[config.mk]
export PLATFORM = sky130hd
export DESIGN_NAME = fetch_pc_gen
export DESIGN_NICKNAME = d
export VERILOG_FILES = /design/src/rtl/fetch_pc_gen.sv
export SDC_FILE = /design/constraint.sdc
export NUM_CORES = 1
export LEC_CHECK = 0
export CORE_ASPECT_RATIO = 0.8
export CORE_MARGIN = 2
export CORE_UTILIZATION = 55
export DETAILED_ROUTE_END_ITERATION = 10
export DONT_BUFFER_PORTS = 1
export PLACE_DENSITY = 0.73
export SLEW_MARGIN = 20
export SYNTH_ARGS = -nofsm -noshare
export SYNTH_HDL_FRONTEND = slang
export SYNTH_SLANG_ARGS = --single-unit
[constraint.sdc]
create_clock -name clock -period 3.1 [get_ports clock]
set_clock_uncertainty 0.15 [all_clocks]
set_input_delay 0.775 -clock clock [delete_from_list [all_inputs] [get_ports clock]]
set_output_delay 0.775 -clock clock [all_outputs]
set_load 0.01 [all_outputs]
[src/rtl/fetch_pc_gen.sv]
// -----------------------------------------------------------------------------
// fetch_pc_gen
// Fetch-stage PC generator with a single-entry fetch buffer. It presents the
// current fetch PC to the BTB, folds the same-cycle prediction into the next
// PC, issues one I-cache request at a time, applies execute-stage redirects,
// discards stale responses and hands a registered packet to decode.
//
// Ports:
//   clock, reset            system clock, synchronous active-high reset
//   btb_lookup_pc           current fetch PC to the BTB (combinational)
//   btb_valid/taken/target  same-cycle BTB prediction for btb_lookup_pc
//   redirect_valid/pc       mispredict correction from execute
//   icache_req_*            request handshake (valid/ready, address)
//   icache_rsp_*            instruction response
//   id_*                    registered packet to decode
//   id_stall                decode cannot accept; packet holds
// -----------------------------------------------------------------------------
module fetch_pc_gen #(
  parameter int unsigned       XLEN     = 32,
  parameter logic [XLEN-1:0]   RESET_PC = '0
) (
  input  logic            clock,
  input  logic            reset,
  output logic [XLEN-1:0] btb_lookup_pc,
  input  logic            btb_valid,
  input  logic            btb_taken,
  input  logic [XLEN-1:0] btb_target,
  input  logic            redirect_valid,
  input  logic [XLEN-1:0] redirect_pc,
  output logic            icache_req_valid,
  output logic [XLEN-1:0] icache_req_pc,
  input  logic            icache_req_ready,
  input  logic            icache_rsp_valid,
  input  logic [XLEN-1:0] icache_rsp_inst,
  output logic            id_valid,
  output logic [XLEN-1:0] id_pc,
  output logic [XLEN-1:0] id_inst,
  output logic [XLEN-1:0] id_npc,
  output logic            id_pred_taken,
  input  logic            id_stall
);

  typedef enum logic [1:0] {
    ST_REQ   = 2'd0,
    ST_WAIT  = 2'd1,
    ST_DRAIN = 2'd2
  } state_e;

  state_e          state_q, state_d;
  logic [XLEN-1:0] fetch_pc_q, fetch_pc_d;
  logic [XLEN-1:0] inflight_pc_q, inflight_pc_d;
  logic [XLEN-1:0] inflight_npc_q, inflight_npc_d;
  logic            inflight_taken_q, inflight_taken_d;
  logic            id_valid_q, id_valid_d;
  logic [XLEN-1:0] id_pc_q, id_pc_d;
  logic [XLEN-1:0] id_inst_q, id_inst_d;
  logic [XLEN-1:0] id_npc_q, id_npc_d;
  logic            id_taken_q, id_taken_d;

  logic            slot_free_s;
  logic            req_valid_s;
  logic            accept_s;
  logic            pred_s;
  logic [XLEN-1:0] npc_s;

  // Request gating, BTB fold-in and next-PC arithmetic (wraps mod 2^XLEN).
  always_comb begin
    slot_free_s = !id_valid_q || !id_stall;
    req_valid_s = (state_q == ST_REQ) && slot_free_s && !reset;
    accept_s    = req_valid_s && icache_req_ready;
    pred_s      = btb_valid && btb_taken;
    if (pred_s) begin
      npc_s = btb_target;
    end else begin
      npc_s = fetch_pc_q + XLEN'(3'd4);
    end
  end

  // Next-state logic; a redirect overrides every normal transition.
  always_comb begin
    state_d          = state_q;
    fetch_pc_d       = fetch_pc_q;
    inflight_pc_d    = inflight_pc_q;
    inflight_npc_d   = inflight_npc_q;
    inflight_taken_d = inflight_taken_q;
    id_pc_d          = id_pc_q;
    id_inst_d        = id_inst_q;
    id_npc_d         = id_npc_q;
    id_taken_d       = id_taken_q;
    // Consume clears the slot unless a load below refills it.
    if (id_valid_q && !id_stall) begin
      id_valid_d = 1'b0;
    end else begin
      id_valid_d = id_valid_q;
    end

    if (redirect_valid) begin
      fetch_pc_d = redirect_pc;
      id_valid_d = 1'b0;
      case (state_q)
        // A request accepted alongside the redirect is already stale.
        ST_REQ:   state_d = accept_s ? ST_DRAIN : ST_REQ;
        ST_WAIT:  state_d = icache_rsp_valid ? ST_REQ : ST_DRAIN;
        ST_DRAIN: state_d = icache_rsp_valid ? ST_REQ : ST_DRAIN;
        default:  state_d = ST_REQ;
      endcase
    end else begin
      case (state_q)
        ST_REQ: begin
          if (accept_s) begin
            inflight_pc_d    = fetch_pc_q;
            inflight_npc_d   = npc_s;
            inflight_taken_d = pred_s;
            fetch_pc_d       = npc_s;
            state_d          = ST_WAIT;
          end else begin
            state_d = ST_REQ;
          end
        end
        ST_WAIT: begin
          // The slot is guaranteed empty here because REQ waited for it.
          if (icache_rsp_valid) begin
            id_valid_d = 1'b1;
            id_pc_d    = inflight_pc_q;
            id_inst_d  = icache_rsp_inst;
            id_npc_d   = inflight_npc_q;
            id_taken_d = inflight_taken_q;
            state_d    = ST_REQ;
          end else begin
            state_d = ST_WAIT;
          end
        end
        ST_DRAIN: begin
          if (icache_rsp_valid) begin
            state_d = ST_REQ;
          end else begin
            state_d = ST_DRAIN;
          end
        end
        default: state_d = ST_REQ;
      endcase
    end
  end

  // State and packet registers with synchronous reset.
  always_ff @(posedge clock) begin
    if (reset) begin
      state_q          <= ST_REQ;
      fetch_pc_q       <= RESET_PC;
      inflight_pc_q    <= '0;
      inflight_npc_q   <= '0;
      inflight_taken_q <= 1'b0;
      id_valid_q       <= 1'b0;
      id_pc_q          <= '0;
      id_inst_q        <= '0;
      id_npc_q         <= '0;
      id_taken_q       <= 1'b0;
    end else begin
      state_q          <= state_d;
      fetch_pc_q       <= fetch_pc_d;
      inflight_pc_q    <= inflight_pc_d;
      inflight_npc_q   <= inflight_npc_d;
      inflight_taken_q <= inflight_taken_d;
      id_valid_q       <= id_valid_d;
      id_pc_q          <= id_pc_d;
      id_inst_q        <= id_inst_d;
      id_npc_q         <= id_npc_d;
      id_taken_q       <= id_taken_d;
    end
  end

  assign btb_lookup_pc    = fetch_pc_q;
  assign icache_req_valid = req_valid_s;
  assign icache_req_pc    = fetch_pc_q;
  assign id_valid         = id_valid_q;
  assign id_pc            = id_pc_q;
  assign id_inst          = id_inst_q;
  assign id_npc           = id_npc_q;
  assign id_pred_taken    = id_taken_q;

endmodule

==> results of run 1 <==
registers in the layout, indices dropped and copies added (netlist names):
name	cells
id_inst	32
inflight_taken_q	1
id_pc	32
inflight_pc_q	32
inflight_npc_q	32
state_q	2
btb_lookup_pc	32
id_valid	1
id_npc	32
id_pred_taken	1
power groups by stage:
stage / logic, uW / registers (uW) / clock network, uW
after floorplan: 304 / 2730 / 0
after global placement: 387 / 2710 / 0
after detailed placement: 391 / 2710 / 0
after CTS: 393 / 2660 / 2260
after global routing: 434 / 2660 / 2370
final: 398 / 2660 / 2250
worst max-delay path, delay by kind of cell (launching register included):
kind | cells | cell delay [ns]
and+or+nand+nor | 2 | 1.06
AOI/OAI and AO/OA | 3 | 0.68
DFF | 1 | 0.33
adders and majority gates | 1 | 0.17
buffers and inverters | 1 | 0.09
layer usage:
metal  wire length, um  vias up  part of all wire, %  GRT usage [%]
met2             10610      425                   42          44.05
met3              3318       47                   13          11.67
met4               584        0                  2.3          10.73
met5                 0        -                    0              0
met1             10490     3438                   42          42.25
li1                  -     3527                    -              -
cell families after synthesis:
group	synth area share [%]
flip-flops	47.36
adder cells (fa/ha/maj)	0.7512
multiplexers	0.6460
AND/OR/NAND/NOR	24.17
buffers and inverters	7.272
AO/OA/AOI/OAI	18.64
XOR/XNOR	1.157
final cells by class:
cell class	instances	area [sq um]	area share [%]
timing repair buffer	41	332.8	3.715
sequential	197	3944	44.02
tap	189	236.5	2.640
clock buffer	19	432.9	4.832
clock inverter	12	153.9	1.718
inverter	14	52.55	0.5866
multi-input combinational	749	3806	42.49
metrics by stage:
stage	cells	setup slack [ns]	utilization, %	hold WS (ns)	instance area [sq um]
5_1_grt	1221	0.4118	60.07	0.2421	8959
3_5_place_dp	1190	0.4012	56.13	0.2843	8372
6_report	1221	0.5098	60.07	0.2630	8959
2_1_floorplan	1073	0.4626	-	0.2654	8328
4_1_cts	1221	0.5606	60.07	0.2499	8959
3_3_place_gp	1190	0.4404	56.13	0.2794	8372
cells in the final DEF, fill, tap and decap left out, types with 11 or more instances in the layout:
cell	count
o211ai_1	12
nand2_1	317
inv_1	13
clkbuf_16	17
a21oi_1	155
nand3_1	35
buf_4	39
a31oi_1	14
a211oi_1	14
o21ai_0	11
nor3_1	13
dfxtp_1	197
nor2_1	40
worst paths after layout:
path                                   start                         endpoint  slack [ns]  cells past startpoint
max                    state_q[0]$_SDFF_PP0_   btb_lookup_pc[22]$_SDFFE_PP0P_        0.51                      7
min                                    reset            state_q[1]$_SDFF_PP0_        0.26                      1
max reg2reg            state_q[0]$_SDFF_PP0_   btb_lookup_pc[22]$_SDFFE_PP0P_        0.51                      7
min reg2reg  inflight_npc_q[27]$_SDFFE_PP0P_  inflight_npc_q[27]$_SDFFE_PP0P_        0.29                      2
==> summary.txt, run 1 <==
Outcome
  – Status: completed

Synth
  – Commonest cells in the synthesized netlist: nand2_1 (317), dfxtp_1 (197), a21oi_1 (155)
  – Flops & latches, synth: 197
  – Top-count cell post-synth: nand2_1
  – Post-Syn Instances: 1073
  – Asr flop ratio synth: 0%
  – Syn Nets: 1182
  – Netlist Area Pre-Place: 8328 sq um
  – Post-synthesis average cell area: ~7.8 sq um
  – Primary FF master, synth: dfxtp_1
  – Cell taking the most area after synthesis: dfxtp_1
  – Seq/Total Area, Yosys: 47.36%
  – Area contributors post-synth: dfxtp_1 (47%), nand2_1 (14%), a21oi_1 (9.3%)
  – Post-synth EDFFs: 0
  – Unique masters post-synth: 55
  – Post-synth top area share: 47.36%
  – Yosys warns: 0

Final layout
  – Diode count: 0
  – Area growth, synth to finish: 7.572%
  – Fillers: 1399
  – Layout cell share with drive strength beyond 1: 7.946%
  – Nets: 1129

Clock tree
  – Post-cts gate resize count: 0
  – Clk_lat worst skew: 0.44 ns
  – Clock Path Buffers: 2
  – Setup repair bufs after CTS: 0
  – CTS root buffer: clkbuf_16
  – H-tree depth: 4
  – CTS Hold Buffers Added: 0
  – Cts bufs inserted: 17
  – Clock slew at reported path FFs: 0.07 ns
  – Clock sinks: 197
  – CTS tree: built

Floorplan
  – Die area: 16150 sq um
  – Die Y: 114.1 um
  – Die W: 141.6 um
  – Num ports: 267
  – Core footprint: about 15000 sq um
  – Starting Density: between 50 and 60%
  – Rows: 40

Global routing
  – Antenna violations before repair: 0
  – Largest net degree at the start of global routing: 192
  – GRT Util Overall: 30.65%
  – Vias in the first global route: 6741
  – Global-route wire length before repair: 38.20 mm
  – Total grt overflow: 0

STA
  – Setup TNS: 0 ns
  – Hold Fails Final Rpt: 0
  – Relative slew slack: 44.67%
  – Fin crit share: 83.55%
  – Max-slew violations: 0
  – # setup viols final: 0
  – RSZ-0062 raised after global routing: false
  – Worst-Margin Slew: roughly 0.83 ns
  – Final min period: 2.590 ns
  – F_max: 386.1 MHz

Setup path
  – Worst Path Required: 3.31 ns
  – CP max FO: 19
  – CP Class: flop to flop
  – Crit-path slowest cell: or3_2
  – Critical Path Sink Type: flop
  – Crit path DAT: roughly 2.8 ns
  – Max stage delay on crit path: 0.69 ns
  – CP startpoint kind: flop
  – Worst path cell trace: inv_1 -> ha_1 -> a21bo_2 -> or3_2 -> nor2_1 -> o21ai_0 -> o211ai_1

Placement
  – Hpwl dp: 16.95 mm
  – GP Congestion: 0.9045
  – Port-buffer cells: 0

Route
  – DR iter-0 viols: approximately 740
  – Post-Route WL: 25.00 mm
  – DR WL/cell: 20.48 um
  – Final ANT Viol Nets: 0
  – Via Count: 7437
  – TritonRoute pass-1 iters: 5
  – Post-route DRC: 0
  – Avg Vias per Cell: approximately 6.1

Power and ir drop
  – P_sw: 1310 uW
  – Lkg Pwr: 0.003021 uW
  – Switching Fraction: between 20% and 30%
  – Pint: 3992 uW
  – Clock network power share: between 40% and 50%
  – Pwr Total: 5302 uW
  – Total power divided by cell area: 591.9 nW/um^2
  – Combinational share of power: 7.5%
  – Sequential share of power: 50.1%
  – Worst vdd ir: approximately 0.38 mV

Run
  – Max cap viols: 0

Hold path
  – Hold Path Class: input pin to flop
(Power assumes the default switching activity.)
==> run 2: changes to the inputs <==
clock period = 2.4 ns   (was 3.1 ns; I/O delays follow)
==> run 2 against run 1 <==
Against the previous run: global-route usage about the same; largest cell class unchanged; non-clock buffer count increased by 18; sequential share of layout area decreased by 0.86 points; utilization increased by 1.2 points; sequential power increased by 29%; clock-buffer cell count increased by 1; hold slack got worse by 0.17 ns; highest routed layer unchanged.
==> summary.txt, run 2 (same netlist as run 1, synthesis figures left out) <==
Final layout
  – Layout cell share with drive strength beyond 1: 9.895%
  – Nets: ~1100
  – Area growth, synth to finish: 9.721%
  – Utilization after layout: 61.27%
  – Most common cell after layout, fill and taps aside: nand2_1
  – Diode count: 0
  – Final non-filler cell total: 1240
  – Commonest non-fill, non-tap cells in the layout: nand2_1 (317), dfxtp_1 (197), a21oi_1 (155), buf_4 (55), nor2_1 (39)

Global routing
  – Largest net degree at the start of global routing: 192
  – Vias in the first global route: 6712
  – GRT Util Overall: 30.65%
  – Total grt overflow: 0
  – Global-route wire length before repair: ~38 mm
  – Antenna violations before repair: 0

STA
  – Hold slack: approximately 0.090 ns
  – RSZ-0062 raised after global routing: false
  – Max-slew violations: 0
  – F_max: about 430 MHz
  – Setup TNS: 0 ns
  – Hold Fails Final Rpt: 0
  – Fin crit share: 97.52%
  – Relative slew slack: 60.83%
  – Final min period: 2.341 ns
  – Worst-Margin Slew: 0.5875 ns
  – # setup viols final: 0

Placement
  – Hpwl dp: 17.27 mm
  – Placed cells: 1208
  – GP Congestion: 0.8789
  – Port-buffer cells: 0

Power and ir drop
  – Lkg Pwr: 0.003118 uW
  – Switching Fraction: approximately 26%
  – P_sw: 1780 uW
  – Total power divided by cell area: 749.6 nW/um^2
  – Worst vdd ir: 0.5356 mV
  – Combinational share of power: 8.2%
  – Clock network power share: 41.9%
  – Pint: 5069 uW
  – Sequential share of power: between 40% and 50%

Setup path
  – Buf/Inv on CP: 1
  – Crit-path slowest cell: or3_1
  – CP max FO: 7
  – Worst path cell trace: buf_4 -> nand4_1 -> or3_1 -> nor4_1 -> mux2i_1 -> o211ai_1
  – CP startpoint kind: flop
  – Max stage delay on crit path: about 0.48 ns
  – CP Class: flop to flop
  – Crit path DAT: ~2.5 ns
  – Critical Path Sink Type: flop
  – Delay-heaviest family, CP: simple AND/OR/NAND/NOR gates
  – Worst Path Required: 2.56 ns

Clock tree
  – CTS tree: built
  – Clock sinks: 197
  – Clock Path Buffers: 2
  – H-tree depth: 4
  – Clk_lat worst skew: 0.43 ns
  – Clock slew at reported path FFs: about 0.070 ns
  – Setup repair bufs after CTS: 0
  – Cts bufs inserted: 17
  – CTS root buffer: clkbuf_16
  – CTS Hold Buffers Added: 0

Run
  – Max cap viols: 0

Floorplan
  – Die W: 141.6 um
  – Die Y: 114.1 um
  – Num ports: 267
  – Core footprint: around 15000 sq um
  – Rows: 40
  – Starting Density: a little under three fifths
  – Die area: 16150 sq um

Outcome
  – Status: completed

Route
  – Top sig layer: met4
  – Met3 WL post-DR: 3.262 mm
  – DR WL/cell: 20.28 um
  – Post-Route WL: 25.15 mm
  – Met2 WL: 11.08 mm
  – WL met1: 10.52 mm
  – DR iter-0 viols: 683
  – TritonRoute pass-1 iters: 7
  – Post-route DRC: 0
  – Final ANT Viol Nets: 0
  – Via Count: 7435
  – Avg Vias per Cell: around 6

Hold path
  – Hold Path Class: input pin to flop
-- run 2: changes by cell type in the layout (fill, tap and decap cells not counted), moves of 2 or more --
cell	delta
buf_12	+2
clkinv_2	-4
bufinv_16	-2
inv_6	+3
clkbuf_8	+2
buf_4	+16
-- run 2: cell type report --
type	count	area [sq um]
inverters	14	52.55
clock buffers	20	456.7
fillers	1362	5777
clock inverters	12	135.1
flip-flops and latches	197	3944
well taps	189	236.5
repair buffers	59	493.0
multi-input cells	749	3820
-- run 2: per-layer routing --
| layer | up-vias | GRT usage (%) |
|---|---|---|
| met4 | 0 | 7.333 |
| met1 | 3462 | 41.09 |
| li1 | 3562 | - |
| met2 | 389 | 46.25 |
| met3 | 22 | 12.80 |
| met5 | - | 0 |
-- run 2: final timing paths --
path	start	to	slack, ns	cells past startpoint
setup / recovery	btb_lookup_pc[3]$_SDFFE_PP0P_	btb_lookup_pc[29]$_SDFFE_PP0P_	0.06	6
hold / removal	redirect_valid	state_q[0]$_SDFF_PP0_	0.09	1
setup reg to reg	btb_lookup_pc[3]$_SDFFE_PP0P_	btb_lookup_pc[29]$_SDFFE_PP0P_	0.06	6
hold reg to reg	inflight_npc_q[27]$_SDFFE_PP0P_	inflight_npc_q[27]$_SDFFE_PP0P_	0.29	2
-- run 2: what timing repair did --
action / CTS / global route
setup endpoints to repair: 0 / 10
hold endpoints to repair: 0 / 0
resized for setup: 0 / 5
-- run 2: worst register-to-register path: stages, from the launching register on --
cell and delay, ns:
dfxtp_1 0.33, buf_4 0.19, nand4_1 0.23, or3_1 0.49, nor4_1 0.41, mux2i_1 0.31, o211ai_1 0.11
-- run 2: through the flow --
step / power [uW] / instance area (sq um) / setup WS, ns
final: 6849 / 9138 / 0.05947
after global routing: 7086 / 9138 / 0.008771
after CTS: 6868 / 9124 / 0.04849
after detailed placement: 4040 / 8532 / 0.05948
after global placement: 4033 / 8532 / 0.09573
after floorplan: 3912 / 8328 / 0.07360
-- run 2: power groups by stage --
stage                     combinational, uW  clock (uW)  sequential (uW)
after floorplan                         392           0             3520
after global placement                  544           0             3490
after detailed placement                551           0             3490
after CTS                               552        2900             3410
after global routing                    604        3060             3420
final                                   564        2870             3420
==> run 3: changes to the inputs <==
CORE_UTILIZATION = 60   (was 55)
PLACE_DENSITY = 0.79   (was 0.73)
RECOVER_POWER = 25   (was default)
==> run 3 against run 2 <==
Against the previous run: die area down 8.1%; flip-flop and latch count is the same; sequential power is essentially flat; clock power rose by 2%; first-iteration DRC count up 11%; global-route usage is 1.9 points higher; total power grew 0.99%; register-to-register slack gained 0.07 ns; utilization up 6.5 points; critical path type is now flop to output pin; hold slack lost 0.0061 ns; clock-buffer cell count unchanged.
==> summary.txt, run 3 (same netlist as run 1, synthesis figures left out) <==
STA
  – Relative slew slack: 62.12%
  – F_max: 433.4 MHz
  – Final min period: 2.307 ns
  – # setup viols final: 0
  – Fin crit share: 96.13%
  – Hold Fails Final Rpt: 0
  – Setup WS post-layout: between 0.09 and 0.1 ns
  – Worst-Margin Slew: ~0.56 ns
  – Max-slew violations: 0
  – RSZ-0062 raised after global routing: false
  – Setup TNS: 0 ns

Power and ir drop
  – Total power divided by cell area: around 750 nW/um^2
  – Lkg Pwr: 0.003148 uW
  – Worst vdd ir: 0.5354 mV

Outcome
  – Status: completed

Final layout
  – Final non-filler cell total: around 1200
  – Fillers: 1200
  – Most common cell after layout, fill and taps aside: nand2_1
  – Commonest non-fill, non-tap cells in the layout: nand2_1 (317), dfxtp_1 (197), a21oi_1 (155), buf_4 (56), nor2_1 (38)
  – Layout cell share with drive strength beyond 1: 10.18%
  – Area growth, synth to finish: 10.22%
  – Utilization after layout: 67.74%
  – Nets: 1149

Placement
  – Placed cells: about 1200
  – GP Congestion: roughly 0.95
  – Port-buffer cells: 0
  – Pre-CTS setup slack: between 0.07 and 0.08 ns
  – Hpwl dp: 16.99 mm

Route
  – DR iter-0 viols: approximately 760
  – Final ANT Viol Nets: 0
  – Post-route DRC: 0
  – TritonRoute pass-1 iters: 5
  – Via Count: 7519
  – DR WL/cell: 19.89 um
  – Avg Vias per Cell: 6.103
  – Post-Route WL: 24.50 mm

Setup path
  – CP max FO: 4
  – R2r startpoint: btb_lookup_pc[3]$_SDFFE_PP0P_
  – Setup crit start: state_q[0]$_SDFF_PP0_
  – CP startpoint kind: flop
  – Crit path DAT: 1.56 ns
  – CP Class: flop to output pin
  – Delay-heaviest family, CP: flip-flops
  – Buf/Inv on CP: 2
  – Critical Path Sink Type: output pin
  – Worst path cell trace: inv_1 -> ha_1 -> a21bo_2 -> buf_4 -> nor2_2
  – Worst Path Required: 1.65 ns
  – Crit-path slowest cell: dfxtp_1
  – Max stage delay on crit path: 0.34 ns

Global routing
  – Total grt overflow: 0
  – Global-route wire length before repair: 37.00 mm
  – Antenna violations before repair: 1
  – Vias in the first global route: 6613
  – GRT Util Overall: 32.56%
  – Largest net degree at the start of global routing: 192

Clock tree
  – Cts bufs inserted: 17
  – Clock Path Buffers: 2
  – Clock slew at reported path FFs: 0.07 ns
  – CTS tree: built
  – H-tree depth: 4
  – Clk_lat worst skew: 0.43 ns
  – CTS root buffer: clkbuf_16
  – Clock sinks: slightly below 200
  – Setup repair bufs after CTS: 0

Floorplan
  – Die area: 14840 sq um
  – Starting Density: about three fifths
  – Die Y: 109.4 um
  – Die W: 135.7 um
  – Rows: 38
  – Core footprint: between 10000 and 15000 sq um
  – Num ports: 267

Hold path
  – Worst Min Path Start: reset
  – Hold Path Class: input pin to flop

Run
  – Max cap viols: 0
-- run 3: changes by cell type in the layout (fill, tap and decap cells not counted), sizes merged --
cell / before / now
clkinvlp: 3 / 1
inv: 20 / 18
diode: 0 / 1
buf: 59 / 61
bufinv: 1 / 3
-- run 3: what timing repair did --
action                     4_1_cts  5_1_grt
setup endpoints to repair        0       19
resized for setup                0        9
hold buffers                     0        0
hold endpoints to repair         0        0
-- run 3: metrics by stage --
stage               hold slack [ns]  total power [uW]  instance area, sq um
finish                      0.08434              6917                  9179
global route                0.08273              7136                  9176
CTS                         0.08112              6936                  9150
detailed placement           0.2805              4040                  8548
global placement             0.2783              4029                  8548
floorplan                    0.2654              3912                  8328
-- run 3: layout make-up --
cell class                 count  area, sq um  share of cell area (%)
multi-input combinational    749         3832                   41.75
clock inverter                10        145.1                   1.581
sequential                   197         3944                   42.97
inverter                      14        52.55                  0.5725
antenna                        1        2.502                 0.02726
clock buffer                  20        456.7                   4.975
tap                          180        225.2                   2.454
timing repair buffer          61        520.5                   5.671
-- run 3: worst paths after layout --
check,to,slack [ns],cells after the start
worst min register to register,inflight_npc_q[27]$_SDFFE_PP0P_,0.29,2
worst max-delay path,icache_req_valid,0.09,5
worst min-delay path,id_npc[30]$_SDFFE_PP0P_,0.08,1
worst max register to register,btb_lookup_pc[28]$_SDFFE_PP0P_,0.13,6
-- run 3: layer usage --
| metal | vias up | track usage (%) | wire length, um |
|---|---|---|---|
| li1 | 3563 | - | - |
| met1 | 3485 | 42.40 | 9942 |
| met2 | 431 | 50.04 | 11000 |
| met3 | 40 | 13.46 | 3149 |
| met4 | 0 | 9.226 | 409 |
| met5 | - | 0 | 0 |
-- run 3: report_power, final --
group	switching, uW	internal [uW]	total (uW)
clock	1240	1700	2940
sequential	72.7	3350	3420
combinational	358	201	559
